$ cat src/rtl/morse_key_encoder_if.sv
// Morse encoder bus: raw key in, symbol code and status out.
// master = encoder side (key in; dr, code_valid, sym_count, key_led out); slave = key/display side.
interface morse_key_encoder_if;
    logic       key;
    logic [9:0] dr;
    logic       code_valid;
    logic [2:0] sym_count;
    logic       key_led;

    modport master (
        input  key,
        output dr, code_valid, sym_count, key_led
    );
    modport slave (
        output key,
        input  dr, code_valid, sym_count, key_led
    );
endinterface

$ cat src/rtl/morse_key_encoder.sv
// Morse key encoder: sync + debounce key, classify dots/dashes, emit letter/space codes.
// Ports: clk, rst_n (sync, active low), bus (master: key in; dr/code_valid/sym_count/key_led out).
// Optional: define LONG_PRESS_CLEAR_EN to abort a letter on a press of CLEAR_TICKS ticks.
module morse_key_encoder #(
    parameter int TICK_DIV    = 100000,
    parameter int DEB_TICKS   = 10,
    parameter int DOT_MAX     = 200,
    parameter int LETTER_GAP  = 400,
    parameter int WORD_GAP    = 1200,
    parameter int CLEAR_TICKS = 3000
) (
    input  logic                clk,
    input  logic                rst_n,
    morse_key_encoder_if.master bus
);
    localparam int TW = $clog2(TICK_DIV);
    localparam int DW = $clog2(DEB_TICKS + 1);
    localparam logic [9:0] C_BLANK = 10'b0000000001;
    localparam logic [9:0] C_ERR   = 10'b0000000010;
    localparam logic [9:0] C_WSP   = 10'b0000000011;

    if (TICK_DIV < 2 || WORD_GAP <= LETTER_GAP || CLEAR_TICKS < 1) begin : g_bad_params
        $error("morse_key_encoder: illegal parameters");
    end

    typedef enum logic [1:0] {IDLE, PRESS, GAP, WAIT_WORD} state_t;

    state_t        state_q, state_d;
    logic          ks1_q, ks2_q;
    logic [TW-1:0] tick_q, tick_d;
    logic [DW-1:0] deb_q, deb_d;
    logic          led_q, led_d;
    logic [15:0]   dur_q, dur_d, gap_q, gap_d;
    logic [9:0]    buf_q, buf_d, dr_q, dr_d;
    logic [2:0]    cnt_q, cnt_d;
    logic          ovf_q, ovf_d, vld_q, vld_d;
    logic          tick, rise, fall, let_hit, word_hit;
    logic          clr_hit, abort_w;
    logic [15:0]   dur_sat, gap_sat;
    logic [1:0]    sym;

    assign tick = (tick_q == TW'(TICK_DIV - 1));

    // Input conditioning: tick prescaler and debounce toward the synced key.
    always_comb begin
        tick_d = tick ? '0 : tick_q + 1'b1;
        deb_d  = deb_q;
        led_d  = led_q;
        if (ks2_q == led_q) begin
            deb_d = '0;
        end else if (tick) begin
            if (deb_q == DW'(DEB_TICKS - 1)) begin
                deb_d = '0;
                led_d = ~led_q;
            end else begin
                deb_d = deb_q + 1'b1;
            end
        end
    end

    // Edges are seen in the cycle the debounced level flips.
    assign rise     = led_d & ~led_q;
    assign fall     = ~led_d & led_q;
    assign dur_sat  = (dur_q == 16'hFFFF) ? dur_q : dur_q + 16'd1;
    assign gap_sat  = (gap_q == 16'hFFFF) ? gap_q : gap_q + 16'd1;
    assign let_hit  = tick && (gap_q == 16'(LETTER_GAP - 1));
    assign word_hit = tick && (gap_q == 16'(WORD_GAP - 1));
    assign sym      = (dur_q < 16'(DOT_MAX)) ? 2'b01 : 2'b11;

`ifdef LONG_PRESS_CLEAR_EN
    logic abort_q, abort_d;
    assign clr_hit = (state_q == PRESS) && tick
                     && (dur_q == 16'(CLEAR_TICKS - 1));
    assign abort_w = abort_q | clr_hit;
    assign abort_d = (state_q == PRESS) ? abort_w : 1'b0;

    always_ff @(posedge clk) begin
        if (!rst_n) abort_q <= 1'b0;
        else        abort_q <= abort_d;
    end
`else
    assign clr_hit = 1'b0;
    assign abort_w = 1'b0;
`endif

    // State register and all datapath registers.
    always_ff @(posedge clk) begin
        if (!rst_n) begin
            state_q <= IDLE;
            ks1_q   <= 1'b0;
            ks2_q   <= 1'b0;
            tick_q  <= '0;
            deb_q   <= '0;
            led_q   <= 1'b0;
            dur_q   <= '0;
            gap_q   <= '0;
            buf_q   <= '0;
            cnt_q   <= '0;
            ovf_q   <= 1'b0;
            dr_q    <= C_BLANK;
            vld_q   <= 1'b0;
        end else begin
            state_q <= state_d;
            ks1_q   <= bus.key;
            ks2_q   <= ks1_q;
            tick_q  <= tick_d;
            deb_q   <= deb_d;
            led_q   <= led_d;
            dur_q   <= dur_d;
            gap_q   <= gap_d;
            buf_q   <= buf_d;
            cnt_q   <= cnt_d;
            ovf_q   <= ovf_d;
            dr_q    <= dr_d;
            vld_q   <= vld_d;
        end
    end

    // Next state: a key rise always beats a gap threshold.
    always_comb begin
        state_d = state_q;
        unique case (state_q)
            IDLE: if (rise) state_d = PRESS;
            PRESS: if (fall) state_d = abort_w ? IDLE : GAP;
            GAP: begin
                if (rise)         state_d = PRESS;
                else if (let_hit) state_d = WAIT_WORD;
            end
            WAIT_WORD: begin
                if (rise)          state_d = PRESS;
                else if (word_hit) state_d = IDLE;
            end
            default: state_d = IDLE;
        endcase
    end

    // Outputs and datapath next values.
    always_comb begin
        dur_d = dur_q;
        gap_d = gap_q;
        buf_d = buf_q;
        cnt_d = cnt_q;
        ovf_d = ovf_q;
        dr_d  = dr_q;
        vld_d = 1'b0;
        unique case (state_q)
            IDLE: begin
                if (rise) begin
                    dur_d = '0;
                    buf_d = '0;
                    cnt_d = '0;
                    ovf_d = 1'b0;
                end
            end
            PRESS: begin
                if (tick) dur_d = dur_sat;
                if (clr_hit) begin
                    buf_d = '0;
                    cnt_d = '0;
                    ovf_d = 1'b0;
                    dr_d  = C_BLANK;
                    vld_d = 1'b1;
                end
                if (fall && !abort_w) begin
                    if (cnt_q < 3'd4) begin
                        unique case (cnt_q[1:0])
                            2'd0:    buf_d[3:2] = sym;
                            2'd1:    buf_d[5:4] = sym;
                            2'd2:    buf_d[7:6] = sym;
                            default: buf_d[9:8] = sym;
                        endcase
                        cnt_d = cnt_q + 3'd1;
                    end else begin
                        ovf_d = 1'b1;
                    end
                    gap_d = '0;
                end
            end
            GAP: begin
                if (tick) gap_d = gap_sat;
                if (rise) begin
                    dur_d = '0;
                end else if (let_hit) begin
                    dr_d  = ovf_q ? C_ERR : {buf_q[9:2], 2'b00};
                    vld_d = 1'b1;
                end
            end
            WAIT_WORD: begin
                if (tick) gap_d = gap_sat;
                if (rise) begin
                    dur_d = '0;
                    buf_d = '0;
                    cnt_d = '0;
                    ovf_d = 1'b0;
                end else if (word_hit) begin
                    dr_d  = C_WSP;
                    vld_d = 1'b1;
                end
            end
            default: ;
        endcase
    end

    assign bus.dr         = dr_q;
    assign bus.code_valid = vld_q;
    assign bus.sym_count  = cnt_q;
    assign bus.key_led    = led_q;
endmodule
$ cat src/flat_wrapper.sv
// flat-port wrapper written by rule: the top's interface ports become plain ports
module morse_key_encoder_flat 
#(
    parameter int TICK_DIV    = 100000,
    parameter int DEB_TICKS   = 10,
    parameter int DOT_MAX     = 200,
    parameter int LETTER_GAP  = 400,
    parameter int WORD_GAP    = 1200,
    parameter int CLEAR_TICKS = 3000
)
  (clk, rst_n, bus_key, bus_dr, bus_code_valid, bus_sym_count, bus_key_led);
  morse_key_encoder_if bus_i ();
  input  logic clk;
  input  logic rst_n;
  input wire logic [$bits(bus_i.key)-1:0] bus_key;
  output wire logic [$bits(bus_i.dr)-1:0] bus_dr;
  output wire logic [$bits(bus_i.code_valid)-1:0] bus_code_valid;
  output wire logic [$bits(bus_i.sym_count)-1:0] bus_sym_count;
  output wire logic [$bits(bus_i.key_led)-1:0] bus_key_led;
  assign bus_i.key = bus_key;
  assign bus_dr = bus_i.dr;
  assign bus_code_valid = bus_i.code_valid;
  assign bus_sym_count = bus_i.sym_count;
  assign bus_key_led = bus_i.key_led;
  morse_key_encoder #(.TICK_DIV(TICK_DIV), .DEB_TICKS(DEB_TICKS), .DOT_MAX(DOT_MAX), .LETTER_GAP(LETTER_GAP), .WORD_GAP(WORD_GAP), .CLEAR_TICKS(CLEAR_TICKS)) u_core (.clk(clk), .rst_n(rst_n), .bus(bus_i));
endmodule
$ cat config.mk
export PLATFORM = sky130hd
export DESIGN_NAME = morse_key_encoder_flat
export DESIGN_NICKNAME = d
export VERILOG_FILES = /design/src/rtl/morse_key_encoder_if.sv /design/src/rtl/morse_key_encoder.sv /design/src/flat_wrapper.sv
export SDC_FILE = /design/constraint.sdc
export NUM_CORES = 1
export LEC_CHECK = 0
export ABC_AREA = 1
export ABC_CLOCK_PERIOD_IN_PS = 2280
export BUFFER_PORTS_ARGS = -buffer_cell sky130_fd_sc_hd__buf_4
export CORE_MARGIN = 3
export CORE_UTILIZATION = 62
export CTS_CLUSTER_DIAMETER = 40
export CTS_CLUSTER_SIZE = 25
export DETAILED_ROUTE_END_ITERATION = 10
export PLACE_DENSITY = 0.83
export SLEW_MARGIN = 10
export SYNTH_ARGS = -nofsm -noshare
export SYNTH_HDL_FRONTEND = slang
export SYNTH_SLANG_ARGS = --single-unit
$ cat constraint.sdc
create_clock -name clk -period 2.28 [get_ports clk]
set_input_delay 0.114 -clock clk [delete_from_list [all_inputs] [get_ports clk]]
set_output_delay 0.114 -clock clk [all_outputs]
set_load 0.02 [all_outputs]
* Word level (Yosys, flattened, before mapping)
Cells that the tools add are included.
W data, S select, Z words.
** Operators by class
- Muxes and demuxes :: 47
- $lt $le $gt $ge :: 2
- Eq/ne operators :: 32
- $add $sub $neg :: 5
- Reduce and logical (&&, ||, !) cells :: 23
- Bitwise logic cells :: 5
** Operator list (number)
- $mux W16 :: 6
- $pmux W16 S2 :: 2
- $mux W10 :: 6
- $pmux W10 S2 :: 2
- $add A16 B1 Y16 const B :: 2
- $eq A16 B16 Y1 const B :: 2
- $reduce_and A5 Y1 :: 5
- $ne A2 B1 Y1 const B :: 12
- $mux W2 :: 11
- $add A17 B1 Y17 const B :: 1
- $eq A17 B17 Y1 const B :: 1
- $eq A16 B11 Y1 const B :: 1
- $eq A16 B9 Y1 const B :: 1
- $lt A16 B8 Y1 const B :: 1
- $mux W8 :: 2
- $reduce_and A4 Y1 :: 4
- $ne A2 B2 Y1 const B :: 6
- $mux W1 :: 10
- $mux W3 :: 3
- $pmux W2 S4 :: 1
- $reduce_or A2 Y1 :: 4
- $eq A2 B2 Y1 const B :: 3
- $ne A3 B1 Y1 const B :: 2
- $pmux W3 S2 :: 1
- 15 further kinds :: 25
** Storage, ports and cells
- Bits of input ports :: 3
- Register bits after elaboration :: 81
- Logic and storage cells :: 130
- Output and inout port bits :: 15

* Logic depth before layout (Yosys ltp)
- Depth after elaboration :: 8
- Gate-level depth with buffers :: 15
- Depth with buffers taken out :: 15

* Worst setup path after synthesis
OpenSTA, ideal clock, no wires.
- Kind :: flip-flop to flip-flop
- Start :: reg u_core.state_q[0]
- End :: reg u_core.gap_q[8]
- Setup time :: 0.132 ns
- Data arrival time :: 1.674 ns
- Cell stages (with the launch flop) :: 10
- Required time :: 2.148 ns
- Clock period less this slack :: 1.806 ns
- Path slack :: 0.474 ns
- Buffers on the path :: 1
- Cell sequence :: dfxtp_1 inv_1 ha_1 nor2_1 inv_1 o21ai_4 nand2_4 buf_6 nand2_1 a21oi_1
** On the way
- Longest elaborated chain between the ends :: 4
- Elaborated cells on any way between the ends :: 10
- Classes of those cells :: eq/ne: 6; mux: 1; reduce/logical: 3
** Ends and longest elaborated chain
- from (decl) :: RTL line morse_key_encoder.sv:28 : state_t state_q, state_d;
- from (signal assigned) :: RTL line morse_key_encoder.sv:103 : state_q <= state_d;
- $eq A2 B2 Y1 :: RTL line morse_key_encoder.sv:146 : unique case (state_q)
- $reduce_or A2 Y1 (no source line)
- $ne A2 B1 Y1 (no source line), or another cell as far along
- $reduce_and A4 Y1 (no source line)
- to (signal assigned) :: RTL line morse_key_encoder.sv:110 : gap_q <= gap_d;
- to (decl) :: RTL line morse_key_encoder.sv:33 : logic [15:0] dur_q, dur_d, gap_q, gap_d;
Parallel ways exist; a longest one is shown, timed or not.
A chain may end at the register's enable or synchronous reset.

* Worst setup path in the final report
- Start :: reg u_core.state_q[0]
- End :: reg u_core.gap_q[2]
The elaborated chain is that of the path after synthesis.

==> impl_metrics.py <==
metrics = {
    "die": {
        "core_um2": 7370,
        "die_height_um": 93.8,
        "start_util_pct": 64.9,
        "io_pins": 18,
        "die-width_um": 93.8,
        "dieArea_um2": 8810,
        "rows": 31,
    },
    "sta": {
        "maxSlewViolCount": 0,
        "fin_skew_ps": 10.1,
        "tightest_slew_ps": 575,
        "maxSlewHeadroom_pct": 61.5,
        "timing.fmax_mhz": 486,
        "hold_viol": 0,
        "min_period_ps": 2060,
        "setup_slack_ps": 221,
        "final.period_utilization_pct": 90.3,
        "rsz0062_at_grt": "false",
        "hold_slack_ps": 104,
        "finalSetupTns_ps": 0,
        "setup_violations": 0,
    },
    "synth": {
        "synth_top_area_share_pct": 33.9,
        "synth.most_common_cell": "nand2_1",
        "ys_top_cells_by_area": "dfxtp_1, nand2_1, nor2_1, nand3_1, a21oi_1",
        "syn_area_per_cell_um2": 6.62,
        "synth-edff-count": 0,
        "synth.net_count": 738,
        "synth_ff_type": "dfxtp_1",
        "syn_inst": 723,
        "yosysTopAreaCell": "dfxtp_1",
        "synth_common_cells": "nand2_1, nor2_1, dfxtp_1",
        "synth_seq_area_share_pct": 33.9,
        "netlist-cell-type-count": 36,
        "synth-seq-cells": 81,
        "synth_area_um2": 4780,
        "synthArstFlopShare_pct": 0,
        "ys_warn_count": 0,
    },
    "detailed_routing": {
        "ant_nets": 0,
        "first_pass_iters": 4,
        "remaining_drc_errors": 0,
        "first_iter_violations": 228,
        "wirelength_um": 10900,
        "drt-wirelength-per-cell_um": 12.8,
        "dr_total_vias": 4560,
        "viasPerCell": 5.35,
    },
    "power": {
        "p_per_area_nw_per_um2": 547,
        "p_int_mw": 2.08,
        "p_sw_mw": 0.786,
        "seqPwrFrac_pct": 50.7,
        "design_power_total_mw": 2.86,
        "sw_frac_of_total_pct": 27.5,
        "p_leak_nw": 1.95,
        "ir_drop_v": 0.000336,
        "combPwrFrac_pct": 11.6,
        "pwr-share-clk_pct": 37.7,
    },
    "cells_and_area": {
        "fillCellCount": 636,
        "nNetsFinal": 763,
        "drive_above_1_share_pct": 12.4,
        "stdcell_area_um2": 5240,
        "area.growth.synth_to_final_pct": 9.44,
        "post-route-util_pct": 71.0,
        "multi_input_area_um2": 2750,
        "fin_cells": 852,
        "seq_area_um2": 1620,
        "antenna_cells": 0,
    },
    "status": {
        "status": "finished clean",
    },
    "clock_network": {
        "cts_resized": 0,
        "cts-root-buf": "clkbuf_8",
        "numCtsBuffers": 9,
        "insertion_delay_ps": 350,
        "cts_max_path_buffers": 2,
        "path_clk_slew_ps": 90,
        "clkSinkCount": 81,
        "postCtsSetupBuffers": 0,
        "cts_tree": "built",
        "cts.htree.levels": 3,
    },
    "critical_path": {
        "reg2reg_slack_ps": 220,
        "r2r_cells": 8,
        "crit_path_end_kind": "flop",
        "cp_max_fo": 9,
        "arrival_ps": 2330,
        "reg2reg_from": "u_core.state_q[0]",
        "critPathKind": "flop to flop",
        "r2r_end": "u_core.gap_q[2]",
        "worstSetupStartpointType": "flop",
        "cp.required_ps": 2550,
    },
    "hold_path": {
        "hold_depth": 2,
        "hold_class": "input port to flop",
        "min_from": "rst_n",
        "whs_endpoint": "u_core.bus.dr[0]",
    },
    "flow_run": {
        "max_cap_viol_count": 0,
    },
    "place": {
        "portBuffers": 17,
        "place_inst": 835,
        "place_area_um2": 5020,
        "hpwlAfterDp_um": 8040,
        "gp_congestion": 0.956,
        "pre_cts_slack_ps": 266,
    },
    "global_routing": {
        "overflow": 0,
        "grt_pass1_wl_um": 18700,
        "grt.total_usage_pct": 26.0,
        "grt_antenna_before_repair": 0,
        "first_global_vias": 4279,
        "grt_max_degree": 32,
    },
}
[metal layers]
metal / track usage [%] / share of wire (%)
met5: 0 / 0
met4: 8.66 / 1.7
met3: 4.41 / 4.3
met2: 44.1 / 47
met1: 33.3 / 47
[cell usage in the layout (no fill, tap or decap), types with 2 or more instances in the layout]
master,count
nand4_2,4
inv_1,74
o21bai_1,2
inv_2,9
a31oi_1,2
nor3_1,27
nand3_2,6
dfxtp_1,81
nor4_1,3
or2_2,2
clkbuf_8,10
nor2_4,2
ha_1,12
o21ai_0,10
o21ai_2,3
xor2_1,23
nand2_4,4
nand2_2,9
nand3b_1,3
nand4_1,19
a21oi_1,56
nor3b_1,2
nor2_2,5
nor2_1,121
nand3_1,62
nand2_1,160
buf_4,28
clkinv_2,2
[what timing repair did]
action                     4_1_cts  5_1_grt
hold endpoints to repair         1        0
setup endpoints to repair        0        0
hold buffers                     1        0
[how the worst max path moves through the flow]
stage                            startpoint                      end  slack (ps)  cells after the start
final                     u_core.state_q[0]          u_core.gap_q[2]         220                      8
after CTS                 u_core.state_q[0]          u_core.gap_q[2]         250                      8
after detailed placement   u_core.tick_q[0]  u_core.bus.sym_count[2]         270                     10
after floorplan           u_core.state_q[0]          u_core.gap_q[8]         470                      9
after global routing        u_core.gap_q[1]         u_core.bus.dr[9]          20                     11
after global placement     u_core.tick_q[0]  u_core.bus.sym_count[2]         350                     10
[worst max-delay path, cell delays in order, from the launching register on]
cell,delay (ps)
dfxtp_1,410
inv_1,140
ha_1,310
nor2_1,270
inv_1,210
o21ai_4,180
buf_4,230
nand4_1,90
a21oi_1,150
[sequential cells by signal, indices dropped and copies added, names as in the netlist]
register,count
u_core.tick_q,17
u_core.dur_q,16
u_core.gap_q,16
u_core.bus.dr,10
u_core.buf_q,8
u_core.deb_q,4
u_core.bus.sym_count,3
u_core.state_q,2
u_core.bus.code_valid,1
u_core.bus.key_led,1
u_core.ks1_q,1
u_core.ks2_q,1
u_core.ovf_q,1
[power groups by stage]
stage / clock network (mW) / registers, mW / logic, mW
2_1_floorplan: 0 / 1.49 / 0.234
3_3_place_gp: 0 / 1.48 / 0.319
3_5_place_dp: 0 / 1.48 / 0.326
4_1_cts: 1.09 / 1.45 / 0.329
5_1_grt: 1.15 / 1.45 / 0.370
6_report: 1.08 / 1.45 / 0.332
[final cells by class]
class | count | share of cell area (%)
multi-input combinational | 543 | 52.5
sequential | 81 | 31.0
inverter | 84 | 6.07
timing repair buffer | 29 | 4.21
clock buffer | 10 | 2.63
tap | 99 | 2.37
clock inverter | 6 | 1.24
[logic make-up after synthesis]
kind of cell             Yosys count  share of synthesized area [%]
XOR/XNOR                          23                           4.21
adder cells (fa/ha/maj)           12                           3.14
buffers and inverters             99                           8.63
AO/OA/AOI/OAI                     78                           9.02
flip-flops                        81                           33.9
AND/OR/NAND/NOR                  430                           41.1
(Power assumes the default switching activity.)
